### src/rtl/lcd_frame_serializer.sv
// Snapshots the processor debug bus on start and streams it out as a framed, XOR-checksummed byte sequence.
// Optional LCD_FRAME_SEQ_EN inserts a wrapping 8-bit frame sequence byte right after the header.
module lcd_frame_serializer #(
  parameter int          NREGS  = 32,
  parameter logic [7:0]  HEADER = 8'hA5
) (
  input  logic                 clk_2,
  input  logic                 rst_n,
  input  logic                 start,
  input  logic [7:0]           lcd_pc,
  input  logic [7:0]           lcd_SrcA,
  input  logic [7:0]           lcd_SrcB,
  input  logic [7:0]           lcd_ALUResult,
  input  logic [7:0]           lcd_Result,
  input  logic [7:0]           lcd_WriteData,
  input  logic [7:0]           lcd_ReadData,
  input  logic [31:0]          lcd_instruction,
  input  logic                 lcd_MemWrite,
  input  logic                 lcd_Branch,
  input  logic                 lcd_MemtoReg,
  input  logic                 lcd_RegWrite,
  input  logic [8*NREGS-1:0]   lcd_registrador,
  input  logic [63:0]          lcd_a,
  input  logic [63:0]          lcd_b,
  input  logic [7:0]           LED,
  input  logic [7:0]           SEG,
  output logic [7:0]           tx_data,
  output logic                 tx_valid,
  input  logic                 tx_ready,
  output logic                 busy,
  output logic                 frame_done
);

`ifdef LCD_FRAME_SEQ_EN
  localparam int OFS = 1;
  logic [7:0] seq_q;
`else
  localparam int OFS = 0;
`endif

  // Payload is everything between header and checksum.
  localparam int         PAYLOAD   = 30 + NREGS + OFS;
  localparam int         FRAME_LEN = PAYLOAD + 2;
  localparam logic [8:0] LAST_IDX  = 9'(FRAME_LEN - 1);
  localparam logic [8:0] CSUM_IDX  = 9'(FRAME_LEN - 2);

  typedef enum logic {IDLE, SEND} state_t;

  state_t     state_q;
  logic [8:0] idx_q;
  logic [7:0] csum_q;
  logic [7:0] csum_d;
  logic [7:0] tx_data_q;
  logic       tx_valid_q;
  logic       busy_q;
  logic       frame_done_q;
  logic [7:0] snap_q    [PAYLOAD];
  logic [7:0] payload_d [PAYLOAD];

  assign csum_d = csum_q ^ tx_data_q;

  always_comb begin
    for (int k = 0; k < PAYLOAD; k++) payload_d[k] = '0;
`ifdef LCD_FRAME_SEQ_EN
    payload_d[0] = seq_q;
`endif
    payload_d[OFS + 0] = lcd_pc;
    for (int j = 0; j < 4; j++) payload_d[OFS + 1 + j] = lcd_instruction[31 - 8*j -: 8];
    payload_d[OFS + 5]  = lcd_SrcA;
    payload_d[OFS + 6]  = lcd_SrcB;
    payload_d[OFS + 7]  = lcd_ALUResult;
    payload_d[OFS + 8]  = lcd_Result;
    payload_d[OFS + 9]  = lcd_WriteData;
    payload_d[OFS + 10] = lcd_ReadData;
    payload_d[OFS + 11] = {4'b0, lcd_RegWrite, lcd_MemtoReg, lcd_Branch, lcd_MemWrite};
    for (int i = 0; i < NREGS; i++) payload_d[OFS + 12 + i] = lcd_registrador[8*i +: 8];
    for (int j = 0; j < 8; j++) begin
      payload_d[OFS + 12 + NREGS + j] = lcd_a[63 - 8*j -: 8];
      payload_d[OFS + 20 + NREGS + j] = lcd_b[63 - 8*j -: 8];
    end
    payload_d[OFS + 28 + NREGS] = LED;
    payload_d[OFS + 29 + NREGS] = SEG;
  end

  // snap_q[0] always holds the byte that follows the one currently on tx_data.
  always_ff @(posedge clk_2 or negedge rst_n) begin
    if (!rst_n) begin
      state_q      <= IDLE;
      idx_q        <= '0;
      csum_q       <= '0;
      tx_data_q    <= '0;
      tx_valid_q   <= 1'b0;
      busy_q       <= 1'b0;
      frame_done_q <= 1'b0;
      for (int k = 0; k < PAYLOAD; k++) snap_q[k] <= '0;
`ifdef LCD_FRAME_SEQ_EN
      seq_q        <= '0;
`endif
    end else begin
      frame_done_q <= 1'b0;
      case (state_q)
        IDLE: begin
          if (start) begin
            for (int k = 0; k < PAYLOAD; k++) snap_q[k] <= payload_d[k];
            idx_q      <= '0;
            csum_q     <= '0;
            tx_data_q  <= HEADER;
            tx_valid_q <= 1'b1;
            busy_q     <= 1'b1;
            state_q    <= SEND;
          end
        end
        SEND: begin
          if (tx_ready) begin
            csum_q <= csum_d;
            idx_q  <= idx_q + 9'd1;
            for (int k = 0; k < PAYLOAD - 1; k++) snap_q[k] <= snap_q[k + 1];
            snap_q[PAYLOAD - 1] <= '0;
            if (idx_q == LAST_IDX) begin
              state_q      <= IDLE;
              tx_valid_q   <= 1'b0;
              busy_q       <= 1'b0;
              frame_done_q <= 1'b1;
              tx_data_q    <= '0;
`ifdef LCD_FRAME_SEQ_EN
              seq_q        <= seq_q + 8'd1;
`endif
            end else if (idx_q == CSUM_IDX) begin
              tx_data_q <= csum_d;
            end else begin
              tx_data_q <= snap_q[0];
            end
          end
        end
        default: state_q <= IDLE;
      endcase
    end
  end

  assign tx_data    = tx_data_q;
  assign tx_valid   = tx_valid_q;
  assign busy       = busy_q;
  assign frame_done = frame_done_q;

endmodule

### config.mk
export PLATFORM = sky130hd
export DESIGN_NAME = lcd_frame_serializer
export DESIGN_NICKNAME = d
export VERILOG_FILES = /design/src/rtl/lcd_frame_serializer.sv
export SDC_FILE = /design/constraint.sdc
export NUM_CORES = 1
export LEC_CHECK = 0
export CORE_UTILIZATION = 54
export CTS_CLUSTER_DIAMETER = 150
export DETAILED_ROUTE_END_ITERATION = 10
export DONT_BUFFER_PORTS = 1
export HOLD_SLACK_MARGIN = 0.03
export PLACE_DENSITY = 0.78
export SYNTH_ARGS = -nofsm -noshare
export SYNTH_HDL_FRONTEND = slang
export SYNTH_SLANG_ARGS = --single-unit
export TNS_END_PERCENT = 5
### constraint.sdc
create_clock -name clk_2 -period 4.9 [get_ports clk_2]
set_input_delay 0.98 -clock clk_2 [delete_from_list [all_inputs] [get_ports clk_2]]
set_output_delay 0.98 -clock clk_2 [all_outputs]
set_load 0.02 [all_outputs]
# == After elaboration in Yosys (flattened, before gate mapping) ==
# Cells that the tools add are included.
# word_totals
register_bits,524
inputBits,496
out_inout_bits,11
wordCells,103
# classes
addsub,1
n_eq_ne,5
muxes,25
n_bitwise,2
n_reduce_logical,2
# op_table
op,count
two-way mux 496 bit,2
case mux 496 bit (2 select lines),1
two-way mux 8 bit,6
case mux 8 bit (2 select lines),2
== test 9 x 6 -> 1 bit (second input constant),2
two-way mux 9 bit,2
case mux 9 bit (2 select lines),1
adder 9 x 1 -> 9 bit (second input constant),1
two-way mux 1 bit,9
XOR 8 bit,1
inequality test 2 bit (second input constant),2
case mux 1 bit (2 select lines),2
AND reduction 3 bit,1
inequality test 2 x 1 -> 1 bit (second input constant),1
AND reduction 2 bit,1
NOT 1 bit,1

# == Longest topological paths before layout ==
# Gate-level depths: netlist of run 1.
# depth
word_depth,5
mapped_depth,8
mapped_depth_nobuf,6

# == Worst setup path after synthesis of run 1 ==
# OpenSTA, ideal clock, no wires.
# synth_path
kind,input port to flip-flop
startpoint,input port start
endpoint,register snap_q[209] (netlist name)
t_arrival_ns,1.928
setup_slack_ns,2.889
path_stages,7
path_buffers,4
cell_sequence,mux2i_4 > buf_4 > buf_4 > buf_2 > buf_2 > nand2_1 > o21ai_0
# synth_via
elab_chain_len,2
# synth_rtl
element,line_no,rtl
start: declaration,9,"input logic start,"
inequality test 2 bit (no line),n/a,
AND reduction 2 bit (no line),n/a,
end signal: indexed assignment,118,snap_q[PAYLOAD - 1] <= '0;
end: declaration,57,logic [7:0] snap_q [PAYLOAD];
# No other way between the ends.
# A chain may end at the register's enable or synchronous reset.

# == Worst setup path in the final report of run 1 ==
# layout_path
startpoint,register state_q
endpoint,register snap_q[12] (netlist name)
# layout_via
elab_chain_len,3
word_cells_on_any_way,5
classes_between,2 x eq/ne; 1 x mux; 1 x bitwise; 1 x reduce/logical
# layout_rtl
element,line_no,rtl
start: declaration,49,state_t state_q;
start signal: assignment,88,state_q <= IDLE;
start signal: assignment,110,state_q <= SEND;
start signal: assignment,120,state_q <= IDLE;
NOT 1 bit,n/a,
inequality test 2 bit (no line),n/a,
AND reduction 2 bit (no line),n/a,
# Several ways; a longest one is shown, not always the timed one.

==> results of run 1 <==
power by group:
| group | leakage (uW) | internal (uW) | switching, uW |
|---|---|---|---|
| Clock | 0.000904 | 2530 | 1690 |
| Combinational | 0.00625 | 408 | 514 |
| Sequential | 0.00700 | 4910 | 401 |
per-stage QoR:
| step | instances | total power [uW] | hold slack (ps) | instance area [sq um] | setup WS, ps |
|---|---|---|---|---|---|
| 6_report | 2806 | 10450 | 94.18 | 25780 | 1911 |
| 3_5_place_dp | 2707 | 6305 | 469.9 | 23920 | 1928 |
| 2_1_floorplan | 2284 | 6015 | 445.3 | 23810 | 2889 |
| 4_1_cts | 2803 | 10550 | 58.47 | 25770 | 1925 |
| 3_3_place_gp | 2707 | 6206 | 460.0 | 23920 | 2013 |
| 5_1_grt | 2804 | 10900 | 59.80 | 25770 | 1758 |
cell usage in the layout, fill, tap and decap left out, drive strengths merged, types with 2 or more instances in the layout:
master,count
dfrtp,524
o21ai,517
nand2,501
mux2i,489
clkbuf,80
nand3,14
nor2,13
a22o,12
buf,12
clkinv,7
o211ai,6
nor4,5
xor2,4
a21oi,4
clkinvlp,4
bufinv,4
inv,4
diode,3
nand4,3
o31ai,3
ha,2
or3,2
worst reg2reg max path, cell delays in order, from the launching register on:
cell	delay, ps
dfrtp_4	810
buf_4	860
buf_4	770
mux2i_1	320
o21ai_0	100
final timing paths:
kind / start / end / slack (ps)
setup / recovery: state_q / snap_q[12] / 1910
hold / removal: rst_n / snap_q[401] / 90
setup reg to reg: state_q / snap_q[12] / 1910
hold reg to reg: snap_q[149] / snap_q[149] / 480
max in group asynchronous: rst_n / snap_q[166] / 3260
min in group clk_2: snap_q[149] / snap_q[149] / 480
sequential cells by signal, summed over array words and instances, names as in the netlist:
| register | count |
|---|---|
| snap_q | 496 |
| idx_q | 9 |
| csum_q | 8 |
| tx_data | 8 |
| busy | 1 |
| frame_done | 1 |
| state_q | 1 |
cell type report:
type / count / area share (%)
Antenna cell: 3 / 0.02912
Tap cell: 585 / 2.840
Multi-Input combinational cell: 1583 / 38.36
Clock inverter: 16 / 0.7524
Timing Repair Buffer: 12 / 0.6893
Clock buffer: 80 / 6.403
Sequential cell: 524 / 50.89
Inverter: 3 / 0.04369
logic make-up after synthesis:
family	after synthesis	synth area share, %
adder cells (fa/ha/maj)	2	0.1051
buffers and inverters	177	3.395
flip-flops	524	55.08
AND/OR/NAND/NOR	545	8.955
XOR/XNOR	4	0.1471
AO/OA/AOI/OAI	543	11.71
multiplexers	489	20.61
per-layer routing:
layer | vias to the layer above | track usage [%] | wire (um)
li1 | 7692 | - | -
met1 | 7595 | 29.33 | 22360
met2 | 477 | 40.20 | 26970
met3 | 148 | 8.464 | 4910
met4 | 8 | 11.89 | 2577
met5 | - | 0 | 51
==> metrics.yaml, run 1 <==
run_status:
  status: "finished with violations"
  violations: "max-slew violations"
setup_path:
  critical_path.max_fanout: 61
  cpMaxStageDelayCell: "buf_4"
  crit_buf_inv: 2
  critical_path_depth: 4
  crit_path_end_kind: "register"
  cpPeakStageDelay_ps: 850
  cp_data_required_time_ps: 5350
  crit_path_start_kind: "register"
  path_cells: "buf_4 -> buf_4 -> mux2i_1 -> o21ai_0"
  worstPathArrival_ps: 3440
  crit_type: "reg2reg"
  cp_top_family: "buffers and inverters"
  r2r_cells: 4
  path_common_cell: "buf_4"
global_routing:
  grt-ovfl-total: 0
  grt_pass1_vias: 15930
  antenna_found_initial: 7
  grt_max_degree: 525
  grt_pass1_wl_mm: 86.22
  grt.total_usage_pct: 24.71
floorplan:
  fp.dieW_um: 212.0
  die_area_sq_um: 44930
  die_h_um: 212.0
  core_sq_um: 43270
  start_util_pct: 55.03
  rows: 76
  boundaryPins: 507
logic_synthesis:
  synth_top_area_share_pct: 55.08
  yosysWarnings: 0
  yosysSeqAreaShare_pct: 55.08
  synth_most_common_cell: "dfrtp_1"
  synth.top_cells.by_count: "dfrtp_1 (524), o21ai_0 (517), nand2_1 (501), mux2i_1 (488), buf_2 (100)"
  synthArstFlopShare_pct: 100.0
  syn_area_per_cell_sq_um: 10.42
  synthTopCellsByArea: "dfrtp_1 (55%), mux2i_1 (21%), o21ai_0 (11%)"
  synth_edf_count: 0
  synthCells: 2284
  synth-seq-cells: 524
  synthDistinctLibCells: 31
  synth_top_area_cell: "dfrtp_1"
  synthFlopType: "dfrtp_1"
  synth.net_count: 2782
  syn_area_sq_um: 23810
final_layout:
  multiInputGateArea_sq_um: 9887
  ff_latch_area_sq_um: 13120
  n_fill_cell: 3440
  final_util_pct: 59.57
  drive_gt1_share_pct: 4.734
  num-nets-final: 2676
  area_delta_synth_final_pct: 8.267
routing:
  drtIter0Drc: 1261
  drc: 0
  wirelength_mm: 56.87
  ant_nets: 0
  wl_per_cell_um: 20.27
  vias_per_cell: 5.674
  firstDrtPassIters: 7
  vias: 15920
sta:
  finClkSkew_ps: 16.37
  rsz0062_at_grt: "false"
  hold_viol: 0
  max_clock_freq_mhz: 334.6
  fin_tns_setup_ps: 0
  worst_pin_slew_ps: 1952
  maxSlewHeadroom_pct: -30.15
  drv_slew: 231
  timing.final.crit_share_pct: 61.00
  setup_violations: 0
  min_period_ps: 2989
clocking:
  cts-resized-gates: 0
  cts_max_level: 2
  numCtsBuffers: 54
  cts_tree: "yes"
  clk-insertion-delay-late_ps: 590
  cts-root-buf: "clkbuf_16"
  clkTransAtPathRegs_ps: 60
  cts_setup_buffers: 0
  holdBufCountCts: 0
  clock_path_buffers: 3
  clock-sinks: 524
place:
  place_congestion: 0.8714
  dp_hpwl_mm: 39.04
  portBuffers: 0
worst_hold_path:
  hold_class: "in2async"
power:
  ir_drop_v: 0.0003381
  p_leak_uw: 0.01415
  power_density_nw_per_um2: 405.3
flow_run:
  cap_violations: 0
No activity file was read; power rests on OpenSTA's default activity.
==> run 2: changes to the inputs <==
==> constraint.sdc (replaced) <==
create_clock -name clk_2 -period 3 [get_ports clk_2]
set_input_delay 0.6 -clock clk_2 [delete_from_list [all_inputs] [get_ports clk_2]]
set_output_delay 0.6 -clock clk_2 [all_outputs]
set_load 0.02 [all_outputs]
==> metrics.yaml, run 2 (synthesis results as in run 1) <==
sta:
  max_clock_freq_mhz: 475.9
  hold_viol: 124
  worst_pin_slew_ps: 2792
  hold_slack_ps: -286.9
  setup_violations: 0
  rsz0062_at_grt: "false"
  finClkSkew_ps: 23.04
  maxSlewHeadroom_pct: -86.12
  min_period_ps: 2101
  fin_tns_setup_ps: 0
  timing.final.crit_share_pct: 70.04
  drv_slew: 384
final_layout:
  regMostFlops: "snap_q"
  n_fill_cell: 3487
  drive_gt1_share_pct: 4.865
  top_regs: "snap_q: 496 flops, idx_q: 9 flops"
  area_delta_synth_final_pct: 8.687
  num-nets-final: 2683
  largest_reg_flops: 496
  layout_common_cells: "dfrtp_1 (523), o21ai_0 (517), nand2_1 (501)"
  final_common_cell: "dfrtp_1"
  final-instance-count-excl-fill: 2810
  design_area_sq_um: 25880
  final_util_pct: 59.81
flow_run:
  cap_violations: 0
floorplan:
  die_area_sq_um: 44930
  die_h_um: 212.0
  boundaryPins: 507
  fp.dieW_um: 212.0
  rows: 76
  core_sq_um: 43270
  start_util_pct: 55.03
global_routing:
  grt.total_usage_pct: 25.03
  antenna_found_initial: 4
  grt_pass1_wl_mm: 87.06
  grt-ovfl-total: 0
  grt_max_degree: 525
  grt_pass1_vias: 15990
setup_path:
  crit_path_end_kind: "register"
  crit_path_start_kind: "register"
  reg2reg_slack_ps: 900
  cp_data_required_time_ps: 3430
  worstPathArrival_ps: 2530
  crit_type: "reg2reg"
  critical_path.max_fanout: 71
power:
  sequentialPowerShare_pct: 50.9
  clkPwrFrac_pct: 40.1
  p_int_uw: 12790
  power_switching_uw: 4255
  power_density_nw_per_um2: 658.7
  netSwitchingFraction_pct: 24.97
  p_comb_share_pct: 9.0
  ir_drop_v: 0.0004517
  p_leak_uw: 0.01421
routing:
  wl_per_cell_um: 20.41
  wirelength_mm: 57.37
  drtIter0Drc: 1307
  vias_per_cell: 5.685
  drc: 0
  vias: 15970
  ant_nets: 0
  firstDrtPassIters: 6
clocking:
  numCtsBuffers: 53
  clkTransAtPathRegs_ps: 60
  cts-resized-gates: 0
  cts-root-buf: "clkbuf_16"
  cts_tree: "yes"
  clock_path_buffers: 3
  cts_max_level: 2
  cts_setup_buffers: 0
  clk-insertion-delay-late_ps: 590
  clock-sinks: 524
place:
  dp.cells: 2715
  place_area_sq_um: 24060
  dp_hpwl_mm: 39.73
  place_congestion: 0.8648
  portBuffers: 0
run_status:
  status: "finished with violations"
  violations: "negative hold slack, max-slew violations"
worst_hold_path:
  hold_class: "in2async"
run 2: cell count changes in the layout (fill, tap and decap cells not counted), moves of 2 or more:
cell | previous run | this run
buf_12 | 7 | 13
buf_4 | 5 | 7
clkbuf_8 | 18 | 14
clkinvlp_4 | 4 | 2
diode_2 | 3 | 5
run 2: power by group through the flow:
stage	Combinational, uW	Clock (uW)	Sequential (uW)
5_1_grt	1780	7220	8780
4_1_cts	1550	6970	8670
6_report	1530	6840	8680
2_1_floorplan	1280	0	8540
3_5_place_dp	1550	0	8790
3_3_place_gp	1440	0	8730
run 2: path summary, 6_finish.rpt:
| check | startpoint | to | cells past startpoint |
|---|---|---|---|
| hold reg to reg | snap_q[68] | snap_q[68] | 2 |
| setup reg to reg | state_q | snap_q[370] | 4 |
| hold / removal | rst_n | snap_q[425] | 0 |
| min in group clk_2 | SEG[3] | snap_q[3] | 1 |
| max in group asynchronous | rst_n | snap_q[259] | 0 |
| setup / recovery | state_q | snap_q[370] | 4 |
run 2: per-layer routing:
layer / track usage, % / up-vias / wire, um
li1: - / 7690 / -
met1: 29.93 / 7680 / 22390
met2: 40.32 / 472 / 27440
met3: 9.306 / 128 / 5248
met4: 11.14 / 4 / 2254
met5: 0 / - / 26
run 2: layout make-up:
class / instances / area [sq um] / share of cell area [%]
Inverter: 3 / 11.26 / 0.04352
Antenna cell: 5 / 12.51 / 0.04835
Multi-Input combinational cell: 1583 / 9887 / 38.21
Clock inverter: 15 / 212.7 / 0.8220
Timing Repair Buffer: 20 / 312.8 / 1.209
Clock buffer: 75 / 1592 / 6.151
Sequential cell: 524 / 13120 / 50.69
Tap cell: 585 / 732.0 / 2.829
run 2: metrics by stage:
step	total power (uW)	setup WS (ps)	hold WS, ps
after global placement	10170	980.4	314.4
final	17040	898.7	-286.9
after CTS	17190	833.7	-328.2
after detailed placement	10340	841.9	314.0
after global routing	17790	702.1	-310.6
after floorplan	9824	1251	304.4
run 2: worst max-delay path: stages (launching register included):
cell and delay (ps):
dfrtp_4 570, mux2i_4 350, buf_12 300, buf_4 500
o21ai_0 200
